## src/rtl/countdown_timer_pkg.sv

```systemverilog
// Shared definitions for the countdown timer: state encoding, default
// parameter values and the clock-to-tick divide ratio helper.
package countdown_timer_pkg;

  typedef enum logic [1:0] {
    ST_IDLE    = 2'd0,
    ST_RUN     = 2'd1,
    ST_PAUSE   = 2'd2,
    ST_EXPIRED = 2'd3
  } state_t;

  localparam int DEFAULT_CLK_HZ    = 100_000_000;
  localparam int DEFAULT_TICK_HZ   = 10;
  localparam int DEFAULT_MAX_COUNT = 9999;
  localparam int DEFAULT_CNT_W     = 14;

  // Number of clk cycles per decrement; callers keep this >= 2.
  function automatic int div_ratio(input int clk_hz, input int tick_hz);
    return clk_hz / tick_hz;
  endfunction

endpackage

```

## src/rtl/countdown_timer_tick_gen.sv

```systemverilog
// Tick enable generator: a divider that counts 0..DIV-1 while enabled and
// emits a one-cycle tick on the last count. Held at 0 whenever disabled, so
// every enable starts a fresh full period.
module tick_gen
  import countdown_timer_pkg::*;
#(
  parameter int CLK_HZ  = DEFAULT_CLK_HZ,
  parameter int TICK_HZ = DEFAULT_TICK_HZ
) (
  input  logic clk,
  input  logic rst,
  input  logic en,
  output logic tick
);

  localparam int DIV = div_ratio(CLK_HZ, TICK_HZ);
  localparam int DIV_W = $clog2(DIV);
  localparam logic [DIV_W-1:0] DIV_LAST = DIV_W'(DIV - 1);
  localparam logic [DIV_W-1:0] DIV_ONE  = DIV_W'(1);

  logic [DIV_W-1:0] r_div;
  logic             w_wrap;

  assign w_wrap = (r_div == DIV_LAST);

  // Divider: clear when disabled or on the last count, otherwise advance.
  always_ff @(posedge clk or posedge rst) begin
    if (rst) begin
      r_div <= '0;
    end else if (!en || w_wrap) begin
      r_div <= '0;
    end else begin
      r_div <= r_div + DIV_ONE;
    end
  end

  assign tick = en & w_wrap;

endmodule

```

## src/rtl/countdown_timer.sv

```systemverilog
// Preset down-counter. A loaded value is decremented once per tick while
// running; reaching 0 raises a one-cycle done pulse and parks in EXPIRED.
// All outputs come from registers (state, count, done).
module countdown_timer
  import countdown_timer_pkg::*;
#(
  parameter int CLK_HZ    = DEFAULT_CLK_HZ,
  parameter int TICK_HZ   = DEFAULT_TICK_HZ,
  parameter int MAX_COUNT = DEFAULT_MAX_COUNT,
  parameter int CNT_W     = DEFAULT_CNT_W
) (
  input  logic             clk,
  input  logic             rst,
  input  logic             load,
  input  logic [CNT_W-1:0] load_val,
  input  logic             start,
  input  logic             stop,
  output logic [CNT_W-1:0] cnt,
  output logic             running,
  output logic             expired,
  output logic             done
);

  localparam logic [CNT_W-1:0] MAX_V = CNT_W'(MAX_COUNT);
  localparam logic [CNT_W-1:0] ONE_V = CNT_W'(1);

  state_t           r_state;
  state_t           w_state_next;
  logic [CNT_W-1:0] r_cnt;
  logic [CNT_W-1:0] w_cnt_next;
  logic [CNT_W-1:0] w_load_sat;
  logic             r_done;
  logic             w_done_next;
  logic             w_tick;
  logic             w_tick_en;

  // Oversized presets clamp to the largest displayable count.
  assign w_load_sat = (load_val > MAX_V) ? MAX_V : load_val;
  assign w_tick_en  = (r_state == ST_RUN);

  tick_gen #(
    .CLK_HZ (CLK_HZ),
    .TICK_HZ(TICK_HZ)
  ) u_tick_gen (
    .clk (clk),
    .rst (rst),
    .en  (w_tick_en),
    .tick(w_tick)
  );

  // State register.
  always_ff @(posedge clk or posedge rst) begin
    if (rst) begin
      r_state <= ST_IDLE;
    end else begin
      r_state <= w_state_next;
    end
  end

  // Next-state logic: load beats start, stop beats both start and tick.
  always_comb begin
    w_state_next = r_state;
    case (r_state)
      ST_IDLE: begin
        if (!load && start && !stop && (r_cnt != '0)) begin
          w_state_next = ST_RUN;
        end
      end
      ST_RUN: begin
        if (stop) begin
          w_state_next = ST_PAUSE;
        end else if (w_tick && (r_cnt == ONE_V)) begin
          w_state_next = ST_EXPIRED;
        end
      end
      ST_PAUSE: begin
        if (load) begin
          w_state_next = ST_IDLE;
        end else if (start && !stop) begin
          w_state_next = ST_RUN;
        end
      end
      ST_EXPIRED: begin
        if (load) begin
          w_state_next = ST_IDLE;
        end
      end
      default: w_state_next = ST_IDLE;
    endcase
  end

  // Count datapath: decrement on an unstopped tick in RUN, preset elsewhere.
  always_comb begin
    w_cnt_next  = r_cnt;
    w_done_next = 1'b0;
    case (r_state)
      ST_RUN: begin
        if (!stop && w_tick && (r_cnt != '0)) begin
          w_cnt_next  = r_cnt - ONE_V;
          w_done_next = (r_cnt == ONE_V);
        end
      end
      default: begin
        if (load) begin
          w_cnt_next = w_load_sat;
        end
      end
    endcase
  end

  // Count and done registers; done is high only on the cycle cnt reaches 0.
  always_ff @(posedge clk or posedge rst) begin
    if (rst) begin
      r_cnt  <= '0;
      r_done <= 1'b0;
    end else begin
      r_cnt  <= w_cnt_next;
      r_done <= w_done_next;
    end
  end

  // Output decode of the state register.
  always_comb begin
    running = (r_state == ST_RUN);
    expired = (r_state == ST_EXPIRED);
  end

  assign cnt  = r_cnt;
  assign done = r_done;

endmodule

```

## config.mk

```make
export PLATFORM = sky130hd
export DESIGN_NAME = countdown_timer
export DESIGN_NICKNAME = d
export VERILOG_FILES = /design/src/rtl/countdown_timer_pkg.sv /design/src/rtl/countdown_timer_tick_gen.sv /design/src/rtl/countdown_timer.sv
export SDC_FILE = /design/constraint.sdc
export NUM_CORES = 1
export LEC_CHECK = 0
export CAP_MARGIN = 20
export CORE_MARGIN = 2
export CORE_UTILIZATION = 32
export CTS_CLUSTER_DIAMETER = 200
export DETAILED_ROUTE_END_ITERATION = 16
export DONT_BUFFER_PORTS = 1
export PLACE_DENSITY_LB_ADDON = 0.12
export SYNTH_ARGS = -nofsm -noshare
export SYNTH_HDL_FRONTEND = slang
export SYNTH_SLANG_ARGS = --single-unit
```

## constraint.sdc

```tcl
create_clock -name clk -period 4.4 [get_ports clk]
set_clock_uncertainty 0.15 [all_clocks]
set_input_delay 0.88 -clock clk [delete_from_list [all_inputs] [get_ports clk]]
set_output_delay 0.88 -clock clk [all_outputs]
set_load 0.005 [all_outputs]
```

==> metrics.md <==
| Metric | Value |
|---|---|
| Post-layout min period | `3010 ps` |
| Prevailing post-synth register cell | `dfrtp_1` |
| Total track usage | `0.151` |
| Gate Count Post-Synth | `263` |
| Number of synthesized register bits | `41` |
| # fillers | `757` |
| PostCTS Resize Cnt | `0` |
| Placed Instances | `353` |
| Max IR drop VDD | `0.0000988 V` |
| WP data arrival | `3060 ps` |
| Full die area | `8210 µm²` |
| Initial Util | `0.331` |
| Antenna diode count | `0` |
| H-tree depth | `2` |
| Remaining Overflow, GRT | `0` |
| Router iterations before antenna repair | `4` |
| Fmax | `0.332 GHz` |
| Synthesized Nets | `286` |
| DIE HEIGHT | `90.6 µm` |
| Vias | `1955` |
| Yosys warns | `0` |
| Share of cells above drive strength 1 | `0.0651` |
| Fraction of registers with async set/reset | `1.00` |
| Max-slew violation count | `0` |
| Max cap viols | `0` |
| Sequential fraction of the synthesis area | `0.427` |
| Clock slew at reported path FFs | `90 ps` |
| Hold depth | `1` |
| CTS Buffer Depth | `2` |
| Insertion delay to the later sink of the worst-skew pair | `300 ps` |
| Leak | `0.904 nW` |
| Crit path max-delay family | `simple AND/OR/NAND/NOR gates` |
| Vias in the first global route | `1945` |
| Ranking of synthesized cells by area | `dfrtp_1, xnor2_1, nor2_1` |
| Critical path depth in cells | `6` |
| IO Port Bufs | `0` |
| First-pass GRT wire length | `10100 µm` |
| Status | `completed` |
| Post-DP Area | `2480 µm²` |
| Area growth syn-to-layout | `6.51%` |
| Final #Nets | `284` |
| Inserted Clock Buffers | `5` |
| WL final | `5800 µm` |
| Multi-input gate area | `1250 µm²` |
| Post-synth cell types | `55` |
| Initial antenna violation count | `0` |
| Setup crit start kind | `flip-flop` |
| Core Rows | `31` |
| Slowest library cell on the worst path | `nor4b_4` |
| Reg-to-reg slack, setup | `1390 ps` |
| R2r startpoint | `r_state[1]` |
| Dpl hpwl | `4130 µm` |
| Number of hold buffers added after cts | `0` |
| FF/Latch Area | `1030 µm²` |
| Worst Reg-to-Reg Cells | `6` |
| RSZ-0062 raised after global routing | `no` |
| Core area | `7250 µm²` |
| Hold Path Class | `flip-flop to flip-flop` |
| Setup violators final | `0` |
| Fin. Hold Viols | `0` |
| Mapped Area | `2400 µm²` |
| Total Power | `1.05 mW` |
| Worst Path Buf+Inv | `1` |
| Vias per Instance | `5.43` |
| Synth top area share | `0.427` |
| Smallest hold slack | `332 ps` |
| Clock Sink Count | `41` |
| Largest net degree at the start of global routing | `42` |
| Antenna-violating nets left | `0` |
| Worst setup path start | `r_state[1]` |
| Final cycle utilization of the critical path | `0.684` |
| Number of synthesized flops with an enable pin | `0` |
| Cell area power density | `409 nW/µm²` |
| Post-synth top area cell | `dfrtp_1` |
| Worst hold endpoint | `u_tick_gen.r_div[0]` |
| Setup bufs post-CTS | `0` |
| Initial DRC count | `96` |
| Die Wd | `90.6 µm` |
| Worst EP required | `4450 ps` |
| Post-placement setup slack | `1390 ps` |
| GP Congestion | `0.780` |
| DRC | `0` |
| Syn_area_per_cell | `9.13 µm²` |
| Crit path kind | `flip-flop to flip-flop` |
| Fin cells | `360` |
| Finished Cell Area | `2560 µm²` |
| Setup TNS | `0 ps` |
| Core Util, Final | `0.353` |
| Crit end category | `flip-flop` |
| TritonCTS clock tree | `done` |
| Crit-path cells | `nand2b_4 -> clkinv_1 -> or2b_2 -> nor4b_4 -> nor2_1 -> o22a_1` |
| Final setup margin | `1390 ps` |
| HP Start | `u_tick_gen.r_div[0]` |
| I/O pins | `36` |
| Reg-to-reg critical path endpoint | `cnt[10]` |
| Avg WL per Cell | `16.1 µm` |
| Root Driver | `clkbuf_8` |
| Max FO, Critical Path | `19` |
| Slew Limit Headroom | `0.357` |
| Max incr delay on CP | `740 ps` |
| Worst-Margin Slew | `955 ps` |
registers in the layout, summed over array words and instances, names as in the netlist:
| signal | flops |
|---|---|
| r_state | 2 |
| cnt | 14 |
| u_tick_gen.r_div | 24 |
| done | 1 |
worst max path at each step:
stage               endpoint  slack (ps)
global route         cnt[10]        1190
global placement     cnt[10]        1440
detailed placement   cnt[10]        1390
finish               cnt[10]        1390
CTS                  cnt[10]        1390
floorplan             cnt[0]        2120
final cells by class:
cell class / instances / area share
flip-flops and latches: 41 / 0.401
repair buffers: 2 / 0.00587
multi-input cells: 195 / 0.489
clock inverters: 1 / 0.00342
inverters: 16 / 0.0235
clock buffers: 6 / 0.0284
well taps: 99 / 0.0484
cell usage after synthesis (all sizes together) (2+ instances only):
cell     number
nand4b        3
or3           7
nand3b        2
a211oi        2
nor4b         5
a31oi         3
nor4         12
nand2b        2
o2bb2ai       5
nor2         32
nor3         11
nand4         4
xnor2        16
dfrtp        41
a21oi        11
and2          3
o21ai        12
or4           2
buf           3
nor2b         2
nor3b         2
o22ai         7
clkbuf        8
a2bb2oi       2
a32oi         3
nand3         8
o22a          2
xor2          3
inv          15
nand2        17
ha            4
metal layers:
layer,global-route usage,up-vias,part of all wire
li1,-,940,-
met1,0.209,937,0.47
met2,0.218,66,0.42
met3,0.0451,12,0.088
met4,0.0679,0,0.022
met5,0,-,0
cells in the final DEF (no fill, tap or decap), types with 3 or more instances in the layout:
master      n
o21ai_0    11
clkbuf_8    5
and2_1      3
nor4b_1     4
nor3_1     11
nand4b_1    3
inv_1      14
xor2_1      3
dfrtp_1    41
or3_1       6
ha_1        4
a31oi_1     3
nor2_1     32
o2bb2ai_1   5
nand3_1     8
a21oi_1    11
nand2_1    17
xnor2_1    16
o22ai_1     7
a32oi_1     3
nand4_1     4
nor4_1     11
power by group:
part	internal (mW)	switching [mW]
combinational	0.110	0.155
sequential	0.434	0.102
clock	0.110	0.135
logic make-up after synthesis:
logic type | Yosys count | synth area share
AND/OR/NAND/NOR | 116 | 0.269
AO/OA/AOI/OAI | 55 | 0.157
flip-flops | 41 | 0.427
buffers and inverters | 27 | 0.0516
XOR/XNOR | 19 | 0.0693
adder cells (fa/ha/maj) | 4 | 0.0208
multiplexers | 1 | 0.00417
Note: power is estimated with default switching activity, not from simulation.
